$ cat config.mk
export PLATFORM = sky130hd
export DESIGN_NAME = gate_direction_counter
export DESIGN_NICKNAME = d
export VERILOG_FILES = /design/src/rtl/gate_direction_counter.sv
export SDC_FILE = /design/constraint.sdc
export NUM_CORES = 1
export LEC_CHECK = 0
export ABC_AREA = 1
export CAP_MARGIN = 20
export CORE_MARGIN = 2
export CORE_UTILIZATION = 35
export CTS_CLUSTER_SIZE = 8
export DETAILED_ROUTE_END_ITERATION = 6
export HOLD_SLACK_MARGIN = 0.15
export PLACE_DENSITY_LB_ADDON = 0.1
export REMOVE_ABC_BUFFERS = 1
export SETUP_SLACK_MARGIN = 0.1
export SLEW_MARGIN = 5
export SYNTH_ARGS = -nofsm -noshare
export SYNTH_HDL_FRONTEND = slang
export SYNTH_SLANG_ARGS = --single-unit
$ cat constraint.sdc
create_clock -name i_clk -period 4.8 [get_ports i_clk]
set_input_delay 0.96 -clock i_clk [delete_from_list [all_inputs] [get_ports i_clk]]
set_output_delay 0.96 -clock i_clk [all_outputs]
set_load 0.01 [all_outputs]
$ cat src/rtl/gate_direction_counter.sv
// ---------------------------------------------------------------------------
// gate_direction_counter
//
// Purpose:
//   Watches two debounced gate sensors (A and B). It tracks the order in which
//   they assert and release, so it can tell a forward passage (A first, then
//   B) from a reverse passage (B first, then A). It keeps a saturating
//   occupancy count, aborts sequences that stall mid-way, and shows a timed
//   status window after every completed passage.
//
// Parameters:
//   WIDTH        - count width in bits
//   MAX_COUNT    - saturation ceiling for the count (1 .. 2**WIDTH-1)
//   TIMEOUT      - idle cycles allowed in a mid-sequence state before abort
//   HOLD_CYCLES  - length of the status window after a passage
//
// Ports:
//   i_clk        - system clock, rising edge
//   i_rst        - synchronous active-high reset
//   i_sens_a     - sensor A, debounced and synchronous to i_clk
//   i_sens_b     - sensor B, debounced and synchronous to i_clk
//   i_clear      - synchronous count clear (the FSM is not affected)
//   o_count      - current occupancy
//   o_inc_pulse  - one cycle: the count was incremented
//   o_dec_pulse  - one cycle: the count was decremented
//   o_rej_pulse  - one cycle: a passage was rejected because of saturation
//   o_err_pulse  - one cycle: a sequence was aborted by timeout
//   o_showstat   - high while the status window (HOLD) is active
//   o_busy       - high while a passage is in progress or sensors must release
//   o_full       - count equals MAX_COUNT
//   o_empty      - count equals zero
// ---------------------------------------------------------------------------
module gate_direction_counter #(
  parameter int WIDTH       = 8,
  parameter int MAX_COUNT   = 255,
  parameter int TIMEOUT     = 1000,
  parameter int HOLD_CYCLES = 50
) (
  input  logic             i_clk,
  input  logic             i_rst,
  input  logic             i_sens_a,
  input  logic             i_sens_b,
  input  logic             i_clear,
  output logic [WIDTH-1:0] o_count,
  output logic             o_inc_pulse,
  output logic             o_dec_pulse,
  output logic             o_rej_pulse,
  output logic             o_err_pulse,
  output logic             o_showstat,
  output logic             o_busy,
  output logic             o_full,
  output logic             o_empty
);

  // The timer serves both the mid-sequence timeout and the HOLD window, so
  // it is sized for the larger of the two limits.
  localparam int MAX_TIME = (TIMEOUT > HOLD_CYCLES) ? TIMEOUT : HOLD_CYCLES;
  localparam int TW       = $clog2(MAX_TIME + 1);

  localparam logic [TW-1:0]    TIMEOUT_LAST = TW'(TIMEOUT - 1);
  localparam logic [TW-1:0]    HOLD_LAST    = TW'(HOLD_CYCLES - 1);
  localparam logic [TW-1:0]    TIMER_MAX    = TW'(MAX_TIME);
  localparam logic [WIDTH-1:0] COUNT_MAX    = WIDTH'(MAX_COUNT);
  localparam logic [WIDTH-1:0] COUNT_ONE    = WIDTH'(1);

  typedef enum logic [3:0] {
    S_IDLE,
    S_F1,
    S_F2,
    S_F3,
    S_R1,
    S_R2,
    S_R3,
    S_HOLD,
    S_WAIT_REL
  } state_t;

  state_t           r_state;
  state_t           w_stateNext;
  logic [TW-1:0]    r_timer;
  logic [WIDTH-1:0] r_count;
  logic             r_incPulse;
  logic             r_decPulse;
  logic             r_rejPulse;
  logic             r_errPulse;

  logic [1:0]       w_ab;
  logic             w_midSeq;
  logic             w_incReq;
  logic             w_decReq;
  logic             w_errReq;

  assign w_ab     = {i_sens_a, i_sens_b};
  assign w_midSeq = (r_state == S_F1) || (r_state == S_F2) || (r_state == S_F3) ||
                    (r_state == S_R1) || (r_state == S_R2) || (r_state == S_R3);

  // State register. Reset simply returns to IDLE. The sequence in flight is
  // dropped silently, so no pulse is produced.
  always_ff @(posedge i_clk) begin
    if (i_rst) begin
      r_state <= S_IDLE;
    end else begin
      r_state <= w_stateNext;
    end
  end

  // Timer restarts on every state change and otherwise counts up. It sticks
  // at its maximum so that long stays in IDLE or WAIT_REL never wrap.
  always_ff @(posedge i_clk) begin
    if (i_rst) begin
      r_timer <= '0;
    end else if (w_stateNext != r_state) begin
      r_timer <= '0;
    end else if (r_timer != TIMER_MAX) begin
      r_timer <= r_timer + TW'(1);
    end
  end

  // Next-state decode of the sampled AB pair. Count requests are raised on the
  // release (00) that completes a passage from F3 or R3. A stalled
  // mid-sequence state is forced to WAIT_REL, so the user has to let go of
  // both sensors before a new passage can begin.
  always_comb begin
    w_stateNext = r_state;
    w_incReq    = 1'b0;
    w_decReq    = 1'b0;
    w_errReq    = 1'b0;
    case (r_state)
      S_IDLE: begin
        case (w_ab)
          2'b10:   w_stateNext = S_F1;
          2'b01:   w_stateNext = S_R1;
          2'b11:   w_stateNext = S_WAIT_REL;
          default: w_stateNext = S_IDLE;
        endcase
      end
      S_F1: begin
        case (w_ab)
          2'b11:   w_stateNext = S_F2;
          2'b00:   w_stateNext = S_IDLE;
          2'b01:   w_stateNext = S_WAIT_REL;
          default: w_stateNext = S_F1;
        endcase
      end
      S_F2: begin
        case (w_ab)
          2'b01:   w_stateNext = S_F3;
          2'b10:   w_stateNext = S_F1;
          2'b00:   w_stateNext = S_WAIT_REL;
          default: w_stateNext = S_F2;
        endcase
      end
      S_F3: begin
        case (w_ab)
          2'b11:   w_stateNext = S_F2;
          2'b10:   w_stateNext = S_WAIT_REL;
          2'b00: begin
            w_stateNext = S_HOLD;
            w_incReq    = 1'b1;
          end
          default: w_stateNext = S_F3;
        endcase
      end
      S_R1: begin
        case (w_ab)
          2'b11:   w_stateNext = S_R2;
          2'b00:   w_stateNext = S_IDLE;
          2'b10:   w_stateNext = S_WAIT_REL;
          default: w_stateNext = S_R1;
        endcase
      end
      S_R2: begin
        case (w_ab)
          2'b10:   w_stateNext = S_R3;
          2'b01:   w_stateNext = S_R1;
          2'b00:   w_stateNext = S_WAIT_REL;
          default: w_stateNext = S_R2;
        endcase
      end
      S_R3: begin
        case (w_ab)
          2'b11:   w_stateNext = S_R2;
          2'b01:   w_stateNext = S_WAIT_REL;
          2'b00: begin
            w_stateNext = S_HOLD;
            w_decReq    = 1'b1;
          end
          default: w_stateNext = S_R3;
        endcase
      end
      S_HOLD: begin
        case (w_ab)
          2'b10:   w_stateNext = S_F1;
          2'b01:   w_stateNext = S_R1;
          2'b11:   w_stateNext = S_WAIT_REL;
          default: w_stateNext = (r_timer == HOLD_LAST) ? S_IDLE : S_HOLD;
        endcase
      end
      S_WAIT_REL: begin
        if (w_ab == 2'b00) begin
          w_stateNext = S_IDLE;
        end
      end
      default: w_stateNext = S_IDLE;
    endcase

    // Timeout only applies when the inputs would otherwise leave us in place.
    if (w_midSeq && (w_stateNext == r_state) && (r_timer == TIMEOUT_LAST)) begin
      w_stateNext = S_WAIT_REL;
      w_errReq    = 1'b1;
    end
  end

  // Count and event pulses are registered. They appear the cycle after the
  // completing sample. Clear wins over a simultaneous request and silences
  // its pulse. The timeout error belongs to the FSM, so clear leaves it alone.
  always_ff @(posedge i_clk) begin
    if (i_rst) begin
      r_count    <= '0;
      r_incPulse <= 1'b0;
      r_decPulse <= 1'b0;
      r_rejPulse <= 1'b0;
      r_errPulse <= 1'b0;
    end else begin
      r_incPulse <= 1'b0;
      r_decPulse <= 1'b0;
      r_rejPulse <= 1'b0;
      r_errPulse <= w_errReq;
      if (i_clear) begin
        r_count <= '0;
      end else if (w_incReq) begin
        if (r_count == COUNT_MAX) begin
          r_rejPulse <= 1'b1;
        end else begin
          r_count    <= r_count + COUNT_ONE;
          r_incPulse <= 1'b1;
        end
      end else if (w_decReq) begin
        if (r_count == '0) begin
          r_rejPulse <= 1'b1;
        end else begin
          r_count    <= r_count - COUNT_ONE;
          r_decPulse <= 1'b1;
        end
      end
    end
  end

  assign o_count     = r_count;
  assign o_inc_pulse = r_incPulse;
  assign o_dec_pulse = r_decPulse;
  assign o_rej_pulse = r_rejPulse;
  assign o_err_pulse = r_errPulse;
  assign o_showstat  = (r_state == S_HOLD);
  assign o_busy      = w_midSeq || (r_state == S_WAIT_REL);
  assign o_full      = (r_count == COUNT_MAX);
  assign o_empty     = (r_count == '0);

endmodule

* Word level (Yosys, flattened, before mapping) *
Cells that the tools add are included.

cells by class
  $add $sub $neg = 3
  multiply operators = 0
  divide/modulo/power cells = 0
  order comparisons = 0
  equality and inequality tests = 19
  shift-type cells = 0
  mux-type cells = 26
  bitwise gates (word level) = 2
  reduce and logical (&&, ||, !) cells = 17

operators with widths
  kind                   count
  $pmux 4 s3             8
  $pmux 4 s9             1
  $mux 8                 4
  $eq 4x3->1 const B     4
  $add 10x1->10 const B  1
  $eq 10x10->1 const B   1
  $eq 10x6->1 const B    1
  $mux 1                 10
  $ne 10x10->1 const B   1
  $add 8x1->8 const B    1
  $eq 4x2->1 const B     2
  $eq 8x8->1 const B     1
  $logic_not 8->1        1
  $mux 4                 2
  $sub 8x1->8 const B    1
  $logic_or 1x1->1       6
  $eq 2x2->1 const B     2
  $eq 4x1->1 const B     1
  $eq 4x4->1             1
  $eq 4x4->1 const B     1
  $logic_not 4->1        1
  $ne 4x4->1             1
  $reduce_or 2->1        2
  $reduce_or 4->1        1
  10 further kinds       12

storage, ports and cells
  register bits = 26
  latch bits = 0
  RAM bits = 0
  bits in read-only memories = 0
  memories kept = 0

* Logic depth before layout (Yosys ltp) *
  word-level depth = 11
  mapped depth = 16

* Worst setup path before layout *
No wires, ideal clock.

  path kind = input to register
  from = in i_sens_a
  to = reg r_count[7] (netlist: o_count[7])
  library setup time = 0.113 ns
  data arrival time = 2.838 ns
  required time = 4.687 ns
  path slack = 1.849 ns
  cell stages on the path = 13
  path buffers = 0
  cell sequence = inv_1 ha_1 nand3_1 ha_1 a21o_1 a31oi_1 inv_1 a21oi_1 a21oi_1 o21ai_0 nand2_1 nand2_1 nor2_1

on the way
  cells in the longest elaborated chain, start to end = 5

RTL lines
  what                                                 RTL line  RTL
  start: declaration                                   41        input logic i_sens_a,
  $logic_not 2->1 (*)                                  154, 181
  $mux 1 (*)                                           154, 181
  $mux 1                                               128       case (r_state)
  $ne 2x1->1 (no source line) (tied with other cells)  -
  $reduce_and 3->1 (no source line)                    -
  end signal: assignment                               235       r_count <= r_count + COUNT_ONE;
  end signal: assignment                               242       r_count <= r_count - COUNT_ONE;
  end: declaration                                     81        logic [WIDTH-1:0] r_count;

Every way passes the cells marked *; elsewhere a longest branch is shown, timed or not.
A chain may end at the register's enable or synchronous reset.

* Worst setup path after layout *
Same ends and word-level chain as after synthesis.

==> results.md <==
- CP max stage delay: roughly 510 ps
- Fin crit period: between 3000 and 4000 ps
- Global route overflow: 0
- Placed inst area: 2210 um2
- Synth Register Bits: 26
- Final hold vios: 0
- R2r endpoint: o_count[7]
- # resized after CTS: 0
- Critical path, cell by cell: clkdlybuf4s50_1, inv_1, ha_1, nand3_1, ha_1, a21o_1, a31oi_1, inv_1, a21oi_1, a21oi_1, o21ai_0, nand2_1, nand2_1, nor2_1
- Post-Route WL: approximately 4.5 mm
- Cell count after synthesis: 300
- Internal: 0.0003602 W
- Max Clk Rate: between 200 and 300 MHz
- Worst-path maximum fanout: 11
- Remaining antenna violation count after routing: 0
- Gpl congestion: about 0.85
- Slew Viols, Final: 0
- Die W: 78.39 um
- Stages on worst setup path: 14
- Commonest cells after routing, fill and taps aside: nand2_1 (69), inv_1 (42), nor2_1 (39), nand3_1 (33), dfxtp_1 (26)
- CP Launch Point: i_sens_a
- Die extent in y: 78.39 um
- Final period util: 74.93%
- DP Wirelength: 3.519 mm
- Total track usage: between 10% and 20%
- Final worst setup slack: 1203 ps
- Critical Path Slowest Stage Cell: ha_1
- Net Sw Frac: 27.08%
- Worst Max-Slew Pin Slew: 745.8 ps
- Port bufs: 20
- MaxCap Viol Count: 0
- Pre-CTS setup slack: slightly above 900 ps
- Post-route cell area: around 2300 um2
- Peak supply drop: ~0.00016 V
- Commonest non-fill, non-tap cell in the layout: nand2_1
- Clk slew on worst S/H paths: 100 ps
- Sum of negative setup slack: 0 ps
- Full die area: roughly 6100 um2
- Io pins: 21
- Area Growth Syn to Fin: 17.76%
- Sequential fraction of the synthesis area: 26.87%
- Worst Hold Endpoint: o_count[0]
- Total setup buffers inserted after CTS: 0
- Cell family with most CP delay: compound AO/OA/AOI/OAI gates
- Starting Density: a little over a third
- Slew margin rel.: roughly half
- Hold-fix buffers at CTS: 0
- Site Rows: 27
- Routed via count: around 1900
- Drc violations: 0
- Drt first pass iters: 4
- R2R depth: 12
- Total CTS buffers: 3
- Syn. warnings: 0
- Psw: 0.0001338 W
- Hold/Removal Path Class: register to register
- Core box area: 5439 um2
- Bufs on Longest Clock Path: 2
- Synthesized area: ~1900 um2
- Final Skew: a little under 6 ps
- Worst R2R Start: r_state[3]
- Synthesized area per cell: about 6.5 um2
- Starting DRC count in detailed routing: 54
- Clock sink count: 26
- Max H-tree Level: 1
- Vias per cell: approximately 4.8
- Sequential Power Share: 45.4%
- Largest net degree at the start of global routing: 16
- WL/cell: 11.55 um
- Synth cell types: 26
- Combinational power share: 17.5%
- Clock share of power: between 30% and 40%
- Pwr Density: between 200 and 250 nW/um2
- CTS tree: built
- Status: finished clean
- Number of global-route vias before repair: ~1800
- Clk_lat worst skew: 270 ps
- Critical Path Sink Type: register
- Critical Path RT: 4970 ps
- RSZ-0062 raised after global routing: no
- Clock root buffer: clkbuf_8
- N_diodes: 0
- Setup crit start kind: primary input
- Hold-critical path depth: 1
- CP arrival: approximately 3800 ps
- Fin nets: about 340
- First-pass GRT wire length: around 8.1 mm
- Critical path type: primary input to register
- Initial antenna violation count: 0
- Hold Startpoint: o_count[0]
- Internal reg-to-reg setup slack: 1640 ps
- Utilization after layout: a little over two fifths
- Layout cells sized above 1: under 10%
- CP bufs+invs: 3
- Final setup viols: 0
- Pleak: 1.040 nW
- # fillers: about 610
metrics by stage:
| stage | std cells | total power, W | hold slack, ps |
|---|---|---|---|
| finish | 393 | 0.0004941 | 577.2 |
| global placement | 389 | 0.0003169 | 545.2 |
| floorplan | 297 | 0.0002894 | 541.5 |
| global route | 393 | 0.0005243 | 629.6 |
| detailed placement | 389 | 0.0003159 | 560.2 |
| CTS | 393 | 0.0005014 | 576.4 |
Yosys cell counts (all sizes together):
cell type	count	area share [%]
o21ai	12	3.1
nand2	72	14
a21oi	16	4.1
nand3b	1	0.39
xnor2	6	2.7
nand4	2	0.65
or2	1	0.32
inv	42	8.1
nand3	35	9.9
xor2	7	3.2
nor4	2	0.65
nor2	41	8.2
dfxtp	26	27
ha	16	10
o211ai	1	0.39
nor3	13	3.6
a21o	2	0.77
a31oi	1	0.32
fa	1	1.0
buf	3	0.90
power by group through the flow:
| stage | registers (W) | clock network [W] | logic (W) |
|---|---|---|---|
| final | 0.000224 | 0.000183 | 0.0000865 |
| after global routing | 0.000226 | 0.000199 | 0.0000997 |
| after CTS | 0.000224 | 0.000190 | 0.0000869 |
| after detailed placement | 0.000229 | 0 | 0.0000866 |
| after global placement | 0.000229 | 0 | 0.0000876 |
| after floorplan | 0.000228 | 0 | 0.0000611 |
logic make-up after synthesis:
group                    count (synthesis)  synth area share [%]
AO/OA/AOI/OAI                           32                 8.721
XOR/XNOR                                13                 5.879
adder cells (fa/ha/maj)                 17                 11.37
buffers and inverters                   45                 9.044
flip-flops                              26                 26.87
AND/OR/NAND/NOR                        167                 38.11
routing by layer:
layer,global-route usage (%),wire length [um],up-vias
met3,3.103,227,4
li1,-,-,1002
met1,23.31,2273,831
met2,25.26,1973,49
met5,0,0,-
met4,3.860,67,0
flip-flops by register name, indices dropped and copies added, names as in the netlist:
register and cells:
o_inc_pulse 1, r_state 4, r_timer 10, o_dec_pulse 1, o_rej_pulse 1, o_count 8
o_err_pulse 1
how the worst max path moves through the flow:
stage | end | slack, ps
6_report | o_count[7] | 1200
5_1_grt | o_count[7] | 930
4_1_cts | o_count[7] | 1220
3_5_place_dp | o_count[7] | 930
3_3_place_gp | o_count[7] | 1050
2_1_floorplan | o_count[7] | 1830
area by class of cell:
class	count	area, um2	area share (%)
multi-input cells	229	1241	54.42
flip-flops and latches	26	520.5	22.82
repair buffers	20	200.2	8.777
inverters	42	157.7	6.912
well taps	72	90.09	3.950
clock buffers	3	41.29	1.810
clock inverters	1	30.03	1.317
No activity file was read; power rests on OpenSTA's default activity.
